### src/rtl/sensemi_rst_pkg.sv
// Shared types and sizing helpers for the sensemi reset sequencer.
package sensemi_rst_pkg;

    localparam logic [1:0] ST_IDLE    = 2'd0;
    localparam logic [1:0] ST_HOLD    = 2'd1;
    localparam logic [1:0] ST_RELEASE = 2'd2;
    localparam logic [1:0] ST_RUN     = 2'd3;

    typedef enum logic [1:0] {
        IDLE    = ST_IDLE,
        HOLD    = ST_HOLD,
        RELEASE = ST_RELEASE,
        RUN     = ST_RUN
    } state_e;

    // One spare bit above $clog2 so a counter can hold its own limit value.
    function automatic int cnt_width(input int limit);
        return $clog2(limit) + 1;
    endfunction

endpackage

### src/rtl/sensemi_sync_cell.sv
// Multi-flop synchroniser with asynchronous active-low clear.
module sensemi_sync_cell #(
    parameter int STAGES = 3
) (
    input  logic i_clk,
    input  logic i_clr_n,
    input  logic i_d,
    output logic o_q
);

    (* ASYNC_REG = "TRUE" *) logic [STAGES-1:0] r_sync;

    always_ff @(posedge i_clk or negedge i_clr_n) begin
        if (!i_clr_n) begin
            r_sync <= '0;
        end else begin
            r_sync <= {r_sync[STAGES-2:0], i_d};
        end
    end

    assign o_q = r_sync[STAGES-1];

endmodule

### src/rtl/sensemi_rst_seq.sv
// Reset sequencer: synchronises reset/lock, releases channel resets in a
// staggered order, handles per-channel soft resets and drives a heartbeat.
module sensemi_rst_seq
    import sensemi_rst_pkg::*;
#(
    parameter int NUM_CH          = 4,
    parameter int SYNC_STAGES     = 3,
    parameter int HOLD_CYCLES     = 16,
    parameter int STAGGER_CYCLES  = 8,
    parameter int SOFT_RST_CYCLES = 4,
    parameter int HB_DIV          = 25000000
) (
    input  logic              i_fpga_clk,
    input  logic              i_fpga_rst_n,
    input  logic              i_locked,
    input  logic [NUM_CH-1:0] i_soft_rst_req,
    output logic [NUM_CH-1:0] o_rst_n,
    output logic              o_all_ready,
    output logic              o_heartbeat,
    output logic [1:0]        o_state
);

    localparam int CNT_LIM = (HOLD_CYCLES > STAGGER_CYCLES) ? HOLD_CYCLES : STAGGER_CYCLES;
    localparam int CNT_W   = cnt_width(CNT_LIM);
    localparam int IDX_W   = cnt_width(NUM_CH);
    localparam int SOFT_W  = cnt_width(SOFT_RST_CYCLES);
    localparam int HB_W    = cnt_width(HB_DIV);

    logic w_rst_sync_n;
    logic w_locked_s;

    sensemi_sync_cell #(.STAGES(SYNC_STAGES)) u_rst_sync (
        .i_clk   (i_fpga_clk),
        .i_clr_n (i_fpga_rst_n),
        .i_d     (1'b1),
        .o_q     (w_rst_sync_n)
    );

    // Lock chain is held clear until the internal reset has been released.
    sensemi_sync_cell #(.STAGES(SYNC_STAGES)) u_lock_sync (
        .i_clk   (i_fpga_clk),
        .i_clr_n (w_rst_sync_n),
        .i_d     (i_locked),
        .o_q     (w_locked_s)
    );

    state_e             r_state, w_state_next;
    logic [CNT_W-1:0]   r_cnt, w_cnt_next;
    logic [IDX_W-1:0]   r_idx, w_idx_next;
    logic [NUM_CH-1:0]  r_rst_n;
    logic               r_all_ready;
    logic [HB_W-1:0]    r_hb_cnt;
    logic               r_heartbeat;
    logic [NUM_CH-1:0]  w_rel_next;
    logic [NUM_CH-1:0]  w_soft_busy_next;

    always_comb begin
        w_state_next = r_state;
        w_cnt_next   = r_cnt;
        w_idx_next   = r_idx;
        unique case (r_state)
            IDLE: begin
                if (w_locked_s) begin
                    w_state_next = HOLD;
                    w_cnt_next   = '0;
                    w_idx_next   = '0;
                end
            end
            HOLD: begin
                if (!w_locked_s) begin
                    w_state_next = IDLE;
                    w_cnt_next   = '0;
                end else if (r_cnt == CNT_W'(HOLD_CYCLES - 1)) begin
                    w_state_next = RELEASE;
                    w_cnt_next   = '0;
                    w_idx_next   = '0;
                end else begin
                    w_cnt_next = r_cnt + CNT_W'(1);
                end
            end
            RELEASE: begin
                if (!w_locked_s) begin
                    w_state_next = IDLE;
                    w_cnt_next   = '0;
                    w_idx_next   = '0;
                end else if (r_idx == IDX_W'(NUM_CH - 1)) begin
                    w_state_next = RUN;
                    w_cnt_next   = '0;
                end else if (r_cnt == CNT_W'(STAGGER_CYCLES - 1)) begin
                    w_idx_next = r_idx + IDX_W'(1);
                    w_cnt_next = '0;
                end else begin
                    w_cnt_next = r_cnt + CNT_W'(1);
                end
            end
            RUN: begin
                if (!w_locked_s) begin
                    w_state_next = IDLE;
                    w_cnt_next   = '0;
                    w_idx_next   = '0;
                end
            end
            default: begin
                w_state_next = IDLE;
                w_cnt_next   = '0;
                w_idx_next   = '0;
            end
        endcase
    end

    for (genvar gi = 0; gi < NUM_CH; gi++) begin : g_ch
        logic [SOFT_W-1:0] r_soft;
        logic [SOFT_W-1:0] w_soft_next;

        // Leaving RUN (lock loss) wipes any soft reset in progress.
        always_comb begin
            w_soft_next = r_soft;
            if (w_state_next != RUN) begin
                w_soft_next = '0;
            end else if ((r_state == RUN) && i_soft_rst_req[gi]) begin
                w_soft_next = SOFT_W'(SOFT_RST_CYCLES);
            end else if (r_soft != '0) begin
                w_soft_next = r_soft - SOFT_W'(1);
            end
        end

        always_ff @(posedge i_fpga_clk or negedge w_rst_sync_n) begin
            if (!w_rst_sync_n) begin
                r_soft <= '0;
            end else begin
                r_soft <= w_soft_next;
            end
        end

        assign w_soft_busy_next[gi] = (w_soft_next != '0);
        assign w_rel_next[gi]       = (w_state_next == RUN) ||
                                      ((w_state_next == RELEASE) && (IDX_W'(gi) <= w_idx_next));
    end

    always_ff @(posedge i_fpga_clk or negedge w_rst_sync_n) begin
        if (!w_rst_sync_n) begin
            r_state     <= IDLE;
            r_cnt       <= '0;
            r_idx       <= '0;
            r_rst_n     <= '0;
            r_all_ready <= 1'b0;
        end else begin
            r_state     <= w_state_next;
            r_cnt       <= w_cnt_next;
            r_idx       <= w_idx_next;
            r_rst_n     <= w_rel_next & ~w_soft_busy_next;
            r_all_ready <= (w_state_next == RUN) && (w_soft_busy_next == '0);
        end
    end

    always_ff @(posedge i_fpga_clk or negedge w_rst_sync_n) begin
        if (!w_rst_sync_n) begin
            r_hb_cnt    <= '0;
            r_heartbeat <= 1'b0;
        end else if (r_hb_cnt == HB_W'(HB_DIV - 1)) begin
            r_hb_cnt    <= '0;
            r_heartbeat <= ~r_heartbeat;
        end else begin
            r_hb_cnt <= r_hb_cnt + HB_W'(1);
        end
    end

    assign o_rst_n     = r_rst_n;
    assign o_all_ready = r_all_ready;
    assign o_heartbeat = r_heartbeat;
    assign o_state     = r_state;

endmodule

### config.mk
export PLATFORM = sky130hd
export DESIGN_NAME = sensemi_rst_seq
export DESIGN_NICKNAME = d
export VERILOG_FILES = /design/src/rtl/sensemi_rst_pkg.sv /design/src/rtl/sensemi_sync_cell.sv /design/src/rtl/sensemi_rst_seq.sv
export SDC_FILE = /design/constraint.sdc
export NUM_CORES = 1
export LEC_CHECK = 0
export ABC_AREA = 1
export BUFFER_PORTS_ARGS = -buffer_cell sky130_fd_sc_hd__buf_2
export CAP_MARGIN = 15
export CORE_ASPECT_RATIO = 0.7
export CORE_MARGIN = 2
export CORE_UTILIZATION = 62
export DETAILED_ROUTE_END_ITERATION = 7
export HOLD_SLACK_MARGIN = 0.12
export PLACE_DENSITY = 0.8
export SLEW_MARGIN = 0
export SYNTH_ARGS = -nofsm -noshare
export SYNTH_HDL_FRONTEND = slang
export SYNTH_SLANG_ARGS = --single-unit
### constraint.sdc
create_clock -name i_fpga_clk -period 2.5 [get_ports i_fpga_clk]
set_clock_uncertainty 0.05 [all_clocks]
set_input_delay 0.625 -clock i_fpga_clk [delete_from_list [all_inputs] [get_ports i_fpga_clk]]
set_output_delay 0.625 -clock i_fpga_clk [all_outputs]
set_load 0.03 [all_outputs]
==> results.md, run 1 <==
* Status: complete, no violations
* Htree depth at 3
* Footprint of the multi-input gates at 1677 sq um
* CP max FO at 9
* Unique cell type count in the Yosys netlist at 35
* Sink Count at 60
* Crit path DAT at 2.45 ns
* FF-to-FF End: o_rst_n[3]
* Die area at 6294 sq um
* Max cap viols at 0
* Cts repair resizes at 0
* Leakage power at 2.043 nW
* Slew Limit Fails at 0
* First-pass GRT wire length at 12800 um
* RSZ-0062 raised after global routing: no
* DR vias at 2913
* WL met1 at 3773 um
* Post-CTS Setup Inserts at 0
* Placed Cells at 523
* Synth warn at 0
* Syn avg cell area at 8.040 sq um
* Core area at 5340 sq um
* IO Pins at 15
* CP startpoint: r_cnt[0]
* Comb power frac at 13.0%
* Port buffer count at 14
* Syn Nets at 467
* CP required at 2.71 ns
* Crit path largest cell delay at 0.38 ns
* Crit path launch type: flop
* Switching power at 622.2 uW
* Setup TNS at 0 ns
* Flop pwr share at 46.7%
* Mapped cell area at 3513 sq um
* Core Util, Final at 72.91%
* Number of global-route vias before repair at 2672
* Vert. Die Dim at 66.98 um
* GRT Total Usage at 27.31%
* Clk network pwr share at 40.3%
* WL met3 at 515 um
* Critical path class: flop to flop
* Worst slack, placed at 0.3111 ns
* R2R Setup Slk at 0.27 ns
* Cells after synthesis at 437
* Relative slew slack at 63.20%
* Final ANT Viol Nets at 0
* Max Used Layer: met4
* Cells along the critical path: ha_1 > nand2_1 > nor2_1 > ha_1 > inv_1 > nand2_1 > nand3_1 > nand3_1 > nand2_1 > nand2_2 > inv_2 > o31ai_1 > nand2_1 > a21oi_1
* DPL Wire Length at 5623 um
* Final wirelength at 7358 um
* Pwr per Cell Area at 563.6 nW/um^2
* Num rows at 22
* Area after DPL at 3681 sq um
* Area Growth Syn to Fin at 10.83%
* # DRC at 0
* Register area share after synthesis at 42.74%
* CTS Buffer Depth at 2
* Switching Fraction at 28.35%
* Worst setup margin at 0.2661 ns
* DR vias/cell at 5.394
* Worst min path class: flop to async pin
* Routability cong. at 0.9496
* # fillers at 408
* CP bufs+invs at 2
* Nets at 493
* Final Cell Area at 3894 sq um
* Fin crit period at 2.234 ns
* Initial Utilization at 65.79%
* Initial drt markers at 238
* Overflow after GRT at 0
* Clk_lat worst skew at 0.34 ns
* Setup violators final at 0
* Worst VDD drop at 0.5558 mV
* Cell family with most CP delay: simple AND/OR/NAND/NOR gates
* Horiz. Die Dim at 93.98 um
* Average wire per standard cell at 13.63 um
* TritonCTS clock tree: built
* Most frequent cells in the layout: inv_1, nand2_1, dfrtp_1
* Slew @ Worst Pin at 0.5520 ns
* Sequential Area at 1503 sq um
* Largest net degree at the start of global routing at 28
* Seq cells post-synth at 60
* Non-filler cells, final at 540
* Initial antenna violation count at 0
* Drt first pass iters at 5
* Cell-internal power at 1.572 mW
* R2r worst-path depth at 14
* Share of post-route cells with drive strength above 1 at 11.54%
* Slowest-stage cell, CP: dfrtp_1
* FMAX at 447.7 MHz
* Met2 WL at 2940 um
* Critical Path Most Common Cell: nand2_1
* Clock Root Buffer: clkbuf_8
* Commonest non-fill, non-tap cell in the layout: inv_1
* Worst r2r src: r_cnt[0]
* Clock transition at the registers of the reported paths at 0.07 ns
* Final Hold Fails at 0
* Tcrit/Tclk final at 89.35%
* Num CTS Buffers at 9
* CP Capture Type: flop
* Inserted Diodes at 0
[worst max path at each step]
stage | endpoint | slack (ns) | cells past startpoint
after floorplan | o_rst_n[0] | 0.52 | 10
after global placement | o_rst_n[0] | 0.43 | 13
after detailed placement | o_all_ready | 0.31 | 14
after CTS | o_all_ready | 0.29 | 14
after global routing | o_all_ready | 0.02 | 14
final | o_rst_n[3] | 0.27 | 14
[timing repair]
action,4_1_cts,5_1_grt
hold buffers,1,0
hold endpoints to repair,3,0
setup endpoints to repair,0,0
[registers in the layout, indices dropped and copies added, names as in the netlist]
register	flops
r_hb_cnt	26
g_ch.r_soft	12
r_cnt	5
o_rst_n	4
r_idx	3
u_lock_sync.r_sync	3
u_rst_sync.r_sync	3
o_state	2
o_all_ready	1
o_heartbeat	1
[cells by family (layout without fill, tap and decap cells)]
family | count (synthesis) | after routing | share of synthesized area, %
AO/OA/AOI/OAI | 42 | 42 | 6.874
XOR/XNOR | 20 | 20 | 4.986
adder cells (fa/ha/maj) | 23 | 23 | 8.191
buffers and inverters | 89 | 120 | 9.544
flip-flops | 60 | 60 | 42.74
other | 1 | 1 | 0.1067
AND/OR/NAND/NOR | 202 | 202 | 27.56
[routing by layer]
layer | GRT usage (%) | vias up
li1 | - | 1431
met1 | 41.47 | 1347
met2 | 37.14 | 121
met3 | 8.032 | 14
met4 | 8.696 | 0
met5 | 0 | -
[synthesized netlist by cell type (all sizes together)]
library cell  instances  area share (%)
inv                  87             9.3
nand2                83             9.5
dfrtp                60              43
nor2                 55             6.9
ha                   23             8.2
a21oi                22             3.2
nor3                 20             2.8
xor2                 20             5.0
nand3                17             2.9
o21ai                12             1.9
nand4                11             2.0
nor4                 10             2.2
o31ai                 3            0.64
or2                   2            0.36
a31oi                 1            0.18
a32o                  1            0.28
and2                  1            0.18
and3                  1            0.18
and3b                 1            0.25
buf                   1            0.14
clkbuf                1            0.11
conb                  1            0.11
nor3b                 1            0.21
o211ai                1            0.21
o21a                  1            0.21
o22ai                 1            0.18
[layout make-up]
cell class,instances,area share (%)
clock inverters,5,1.575
clock buffers,11,3.631
inverters,87,8.387
multi-input cells,288,43.06
flip-flops and latches,60,38.59
well taps,72,2.314
repair buffers,17,2.442
[power groups by stage]
stage                     clock network, mW  registers [mW]  logic, mW
after floorplan                           0            1.06      0.188
after global placement                    0            1.04      0.278
after detailed placement                  0            1.04      0.278
after CTS                             0.906            1.03      0.282
after global routing                  0.951            1.03      0.325
final                                 0.885            1.03      0.284
[through the flow]
step           total power, mW  hold WS [ns]
2_1_floorplan            1.249        0.2794
3_3_place_gp             1.320        0.2146
3_5_place_dp             1.322        0.2216
4_1_cts                  2.214        0.2265
5_1_grt                  2.306        0.2667
6_report                 2.195        0.2074
No activity file was read; power rests on OpenSTA's default activity.
==> run 2, diff against run 1 <==
--- a/config.mk
+++ b/config.mk
@@ -11,9 +11,10 @@
 export CORE_ASPECT_RATIO = 0.7
 export CORE_MARGIN = 2
 export CORE_UTILIZATION = 62
+export CTS_CLUSTER_DIAMETER = 80
 export DETAILED_ROUTE_END_ITERATION = 7
 export HOLD_SLACK_MARGIN = 0.12
-export PLACE_DENSITY = 0.8
+export PLACE_DENSITY_LB_ADDON = 0.1
 export SLEW_MARGIN = 0
 export SYNTH_ARGS = -nofsm -noshare
 export SYNTH_HDL_FRONTEND = slang
==> run 2 against run 1 <==
Final area is 1.1% higher. Critical path depth unchanged. Clock-buffer cell count rose by 2. Hold slack improved by 0.013 ns. Die area stayed put. Setup slack improved by 0.042 ns. Combinational power rose by 4%. Critical path type unchanged. Critical endpoint is now o_all_ready.
==> results.md, run 2 (synthesis results as in run 1) <==
* Core Util, Final at 73.73% (+0.82 points)
* Max reg flops at 26 (unchanged)
* DPL Wire Length at 5888 um (+4.7%)
* Non-filler cells, final at 539 (-0.19%)
* Tcrit/Tclk final at 87.66% (-1.7 points)
* Crit path launch type: flop
* TritonCTS clock tree: built
* Core area at 5340 sq um (unchanged)
* Leakage power at 2.076 nW (+1.6%)
* Placed Cells at 522 (-0.19%)
* Final wirelength at 7690 um (+4.5%)
* Initial drt markers at 257 (+8.0%)
* Commonest non-fill, non-tap cell in the layout: inv_1
* Largest net degree at the start of global routing at 33 (+18%)
* DR vias/cell at 5.356 (-0.71%)
* Crit path largest cell delay at 0.38 ns (about the same)
* Pwr per Cell Area at 599.1 nW/um^2 (+6.3%)
* Die area at 6294 sq um (unchanged)
* # DRC at 0 (unchanged)
* Worst VDD drop at 0.5394 mV (-2.9%)
* Inserted Diodes at 0 (unchanged)
* FF-to-FF End: o_all_ready
* Biggest regs: r_hb_cnt: 26 flops, g_ch.r_soft: 12 flops, r_cnt: 5 flops
* Largest Register: r_hb_cnt
* Total power at 2.359 mW (+7.5%)
* Status: complete, no violations
* Sink Count at 60 (unchanged)
* GRT Total Usage at 27.91% (+0.60 points)
* Cell family with most CP delay: simple AND/OR/NAND/NOR gates
* Area Growth Syn to Fin at 12.07%
* Max cap viols at 0 (unchanged)
* Num rows at 22 (unchanged)
* CP max FO at 9 (unchanged)
* Worst r2r src: r_cnt[0]
* Slew Limit Fails at 0 (unchanged)
* RSZ-0062 raised after global routing: no
* Initial Utilization at 65.79% (unchanged)
* Share of post-route cells with drive strength above 1 at 11.35% (-0.19 points)
* Drt first pass iters at 5 (unchanged)
* Nets at 492 (-0.20%)
* Fin crit period at 2.191 ns (-0.04248 ns)
* # fillers at 407 (-0.25%)
* Cells along the critical path: ha_1 > nand2_1 > nor2_1 > ha_1 > inv_1 > nand2_1 > nand3_1 > nand3_1 > nand2_1 > nand2_4 > inv_2 > o31ai_1 > nand3_1 > nor2_1
* Port buffer count at 14 (unchanged)
* CTS Buffer Depth at 2 (unchanged)
* Crit path DAT at 2.42 ns (-0.03 ns)
* Setup violators final at 0 (unchanged)
* Horiz. Die Dim at 93.98 um (unchanged)
* Clock Root Buffer: clkbuf_8
* Worst min path class: flop to async pin
* Average wire per standard cell at 14.27 um (+4.7%)
* Clk_lat worst skew at 0.35 ns (about the same)
* Num CTS Buffers at 9 (unchanged)
* R2R Setup Slk at 0.31 ns (+0.04 ns)
* FMAX at 456.3 MHz (+1.9%)
* IO Pins at 15 (unchanged)
* Slowest-stage cell, CP: dfrtp_1
* R2r worst-path depth at 14 (unchanged)
* Clock transition at the registers of the reported paths at 0.07 ns (about the same)
* DR vias at 2887 (-0.89%)
* Number of global-route vias before repair at 2746 (+2.8%)
* CP bufs+invs at 2 (unchanged)
* Routability cong. at 0.9552 (+0.59%)
* Overflow after GRT at 0 (unchanged)
* CP required at 2.73 ns (+0.02 ns)
* First-pass GRT wire length at 13050 um (+2.0%)
* Setup TNS at 0 ns (unchanged)
* Slew @ Worst Pin at 0.5696 ns (+0.01763 ns)
* Initial antenna violation count at 0 (unchanged)
* Htree depth at 3 (unchanged)
* Critical path class: flop to flop
* Relative slew slack at 61.73% (-1.5 points)
* Final ANT Viol Nets at 0 (unchanged)
* Most frequent cells in the layout: inv_1, nand2_1, dfrtp_1
* Final Hold Fails at 0 (unchanged)
* CP Capture Type: flop
* Vert. Die Dim at 66.98 um (unchanged)
[run 2: cell count changes in the layout (fill, tap and decap cells not counted), sizes merged]
cell	delta
buf	-1
clkbuf	+2
bufinv	+1
clkinvlp	-2
clkinv	-1
[run 2: through the flow]
step,area [sq um],setup WS (ns),hold WS [ns]
2_1_floorplan,3513,0.5178,0.2794
3_3_place_gp,3686,0.4438,0.2328
3_5_place_dp,3686,0.2982,0.2432
4_1_cts,3933,0.2741,0.2488
5_1_grt,3938,0.03683,0.2877
6_report,3938,0.3086,0.2202
[run 2: layout make-up]
class	instances	area, sq um	area share [%]
inverter	87	326.6	8.294
timing repair buffer	16	100.1	2.542
tap	72	90.09	2.288
clock buffer	13	168.9	4.290
sequential	60	1503	38.16
clock inverter	3	67.56	1.716
multi-input combinational	288	1682	42.71
[run 2: how the worst max path moves through the flow]
stage | from | to | slack [ns] | cells after the start
3_3_place_gp | r_cnt[0] | o_rst_n[0] | 0.44 | 13
4_1_cts | r_cnt[0] | o_all_ready | 0.27 | 14
3_5_place_dp | r_cnt[0] | o_all_ready | 0.30 | 14
2_1_floorplan | o_state[1] | o_rst_n[0] | 0.52 | 10
6_report | r_cnt[0] | o_all_ready | 0.31 | 14
5_1_grt | r_cnt[0] | o_all_ready | 0.04 | 14
[run 2: timing repair]
item	4_1_cts	5_1_grt
endpoints found under the hold margin	3	0
endpoints found under the setup margin	0	1
setup buffers	0	0
resized for setup	0	1
hold buffers	1	0
[run 2: power breakdown]
| part | internal, mW | switching (mW) | total (mW) |
|---|---|---|---|
| combinational | 0.0897 | 0.205 | 0.295 |
| sequential | 0.995 | 0.0329 | 1.03 |
| clock | 0.643 | 0.393 | 1.04 |
| total | 1.73 | 0.631 | 2.36 |
[run 2: worst reg2reg max path, stage by stage, from the launching register on]
cell	delay (ns)
dfrtp_1	0.38
ha_1	0.18
nand2_1	0.07
nor2_1	0.13
ha_1	0.21
inv_1	0.05
nand2_1	0.09
nand3_1	0.08
nand3_1	0.08
nand2_1	0.19
nand2_4	0.19
inv_2	0.09
o31ai_1	0.09
nand3_1	0.12
nor2_1	0.13
[run 2: routing by layer]
| layer | up-vias | share of wire, % | track usage [%] |
|---|---|---|---|
| met4 | 0 | 1.3 | 7.790 |
| met5 | - | 0 | 0 |
| li1 | 1429 | - | - |
| met1 | 1345 | 51 | 42.60 |
| met3 | 13 | 8.0 | 7.579 |
| met2 | 100 | 39 | 38.48 |
==> run 3, diff against run 2 <==
--- a/config.mk
+++ b/config.mk
@@ -8,12 +8,14 @@
 export ABC_AREA = 1
 export BUFFER_PORTS_ARGS = -buffer_cell sky130_fd_sc_hd__buf_2
 export CAP_MARGIN = 15
+export CELL_PAD_IN_SITES_DETAIL_PLACEMENT = 0
+export CELL_PAD_IN_SITES_GLOBAL_PLACEMENT = 1
 export CORE_ASPECT_RATIO = 0.7
 export CORE_MARGIN = 2
-export CORE_UTILIZATION = 62
+export CORE_UTILIZATION = 48
+export CTS_BUF_LIST = sky130_fd_sc_hd__clkbuf_4 sky130_fd_sc_hd__clkbuf_8
 export CTS_CLUSTER_DIAMETER = 80
 export DETAILED_ROUTE_END_ITERATION = 7
-export HOLD_SLACK_MARGIN = 0.12
 export PLACE_DENSITY_LB_ADDON = 0.1
 export SLEW_MARGIN = 0
 export SYNTH_ARGS = -nofsm -noshare
==> run 3 against run 2 <==
Die area grew 28%. Sequential cell count unchanged. Non-clock buffer count stayed put. Maximum frequency up 3.5%. Sequential power about the same. Clock-buffer cell count shrank 1. Critical path depth shrank 2. Wire length shrank 6.0%. Critical path type unchanged.
==> results.md, run 3 (synthesis results as in run 1) <==
* Leakage power at 2.046 nW (-1.4%)
* Tcrit/Tclk final at 84.73% (-2.9 points)
* Largest net degree at the start of global routing at 35 (+6.1%)
* Final wirelength at 7227 um (-6.0%)
* Core area at 7189 sq um (+35%)
* Non-filler cells, final at 564 (+4.6%)
* CP max FO at 9 (unchanged)
* Final Cell Area at 3882 sq um (-1.4%)
* Share of post-route cells with drive strength above 1 at 11.80% (+0.45 points)
* Area Growth Syn to Fin at 10.51%
* Num CTS Buffers at 9 (unchanged)
* Slew Limit Fails at 0 (unchanged)
* IO Pins at 15 (unchanged)
* Clock Root Buffer: clkbuf_8
* Biggest regs: r_hb_cnt: 26 flops, g_ch.r_soft: 12 flops, r_cnt: 5 flops
* Commonest non-fill, non-tap cell in the layout: inv_1
* Max reg flops at 26 (unchanged)
* Final ANT Viol Nets at 0 (unchanged)
* GRT Total Usage at 20.65% (-7.3 points)
* Initial antenna violation count at 0 (unchanged)
* DPL Wire Length at 5626 um (-4.5%)
* Overflow after GRT at 0 (unchanged)
* Status: complete, no violations
* Htree depth at 3 (unchanged)
* Horiz. Die Dim at 106.3 um (+13%)
* First-pass GRT wire length at 12700 um (-2.7%)
* Clock transition at the registers of the reported paths at 0.07 ns (about the same)
* CP Capture Type: flop
* Relative slew slack at 52.59% (-9.1 points)
* Average wire per standard cell at 12.81 um (-10%)
* Worst min path class: primary input to async pin
* Initial Utilization at 48.87% (-17 points)
* Placed Cells at 549 (+5.2%)
* Area after DPL at 3714 sq um (+0.75%)
* Post-CTS Setup Inserts at 0 (unchanged)
* Setup violators final at 0 (unchanged)
* Critical path class: flop to flop
* Die area at 8031 sq um (+28%)
* Slew @ Worst Pin at 0.7112 ns (+0.1416 ns)
* Setup TNS at 0 ns (unchanged)
* Largest Register: r_hb_cnt
* Port buffer count at 14 (unchanged)
* R2r worst-path depth at 12 (-2)
* FMAX at 472.1 MHz (+3.5%)
* RSZ-0062 raised after global routing: no
* Routability cong. at 0.9071 (-5.0%)
* Inserted Diodes at 0 (unchanged)
* Crit path DAT at 2.30 ns (-0.12 ns)
* Worst VDD drop at 0.3624 mV (-33%)
* Final Hold Fails at 0 (unchanged)
* Max cap viols at 0 (unchanged)
* Initial drt markers at 125 (-51%)
* CTS Buffer Depth at 2 (unchanged)
* Number of global-route vias before repair at 2585 (-5.9%)
* Drt first pass iters at 4 (-1)
* Pwr per Cell Area at 529.1 nW/um^2 (-12%)
* Crit path launch type: flop
* Worst setup margin at 0.3818 ns (+0.07321 ns)
* Fin crit period at 2.118 ns (-0.07321 ns)
* Num rows at 26 (+18%)
* Worst r2r src: r_cnt[0]
* Clk_lat worst skew at 0.33 ns (-0.02 ns)
* Nets at 492 (unchanged)
* DR vias/cell at 4.927 (-8.0%)
* Worst slack, placed at 0.2715 ns (-0.02668 ns)
* Sink Count at 60 (unchanged)
* TritonCTS clock tree: built
* Most frequent cells in the layout: inv_1, nand2_1, dfrtp_1
* # DRC at 0 (unchanged)
* CP required at 2.68 ns (-0.05 ns)
* FF-to-FF End: o_rst_n[0]
* R2R Setup Slk at 0.38 ns (+0.07 ns)
* Vert. Die Dim at 75.58 um (+13%)
* DR vias at 2779 (-3.7%)
[run 3: changes by cell type in the layout (fill, tap and decap cells not counted)]
cell           previous run  this run
bufinv_16                 2         0
buf_12                    1         0
nand2_1                  78        77
clkbuf_8                 12         9
nand2_2                   2         3
buf_4                     0         2
clkbuf_4                  0         3
clkbuf_1                  1         0
dlygate4sd3_1             1         0
clkinv_2                  0         3
clkinvlp_4                1         0
[run 3: report_power, final]
group	internal [mW]	switching, mW
combinational	0.0898	0.191
sequential	0.995	0.0347
clock	0.382	0.361
[run 3: timing repair]
action,4_1_cts,5_1_grt
endpoints found under the hold margin,0,0
hold buffers,0,0
setup endpoints to repair,0,4
resized for setup,0,2
[run 3: worst max-delay path: stages (launching register included)]
cell,delay [ns]
dfrtp_1,0.38
ha_1,0.18
nand2_1,0.07
nor2_1,0.14
ha_1,0.21
nand2_1,0.06
nand3_1,0.08
nand4_1,0.10
o21ai_2,0.21
nand2_4,0.15
inv_2,0.13
o31ai_1,0.10
and2_1,0.14
[run 3: final cells by class]
type	count	area, sq um
multi-input combinational	288	1684
tap	98	122.6
fill	724	3307
inverter	87	326.6
clock buffer	12	146.4
clock inverter	3	15.01
sequential	60	1503
timing repair buffer	16	85.08
[run 3: worst max-delay path by stage]
stage,from,to
3_5_place_dp,r_cnt[0],o_rst_n[3]
4_1_cts,r_cnt[0],o_rst_n[3]
6_report,r_cnt[0],o_rst_n[0]
3_3_place_gp,r_cnt[0],o_rst_n[0]
5_1_grt,r_cnt[0],o_rst_n[1]
2_1_floorplan,o_state[1],o_rst_n[0]
[run 3: per-layer routing]
layer / part of all wire, % / GRT usage [%]
met5: 0 / 0
met4: 0.61 / 5.848
met3: 5.2 / 5.817
met2: 38 / 26.14
met1: 56 / 33.19
[run 3: per-stage QoR]
step           hold slack (ns)  utilization [%]  total power, mW
3_5_place_dp            0.2887            51.65            1.323
4_1_cts               0.008505            53.90            2.086
2_1_floorplan           0.2794                -            1.249
3_3_place_gp            0.2841            51.65            1.321
5_1_grt               0.009427            54.00            2.193
6_report               0.02641            54.00            2.054
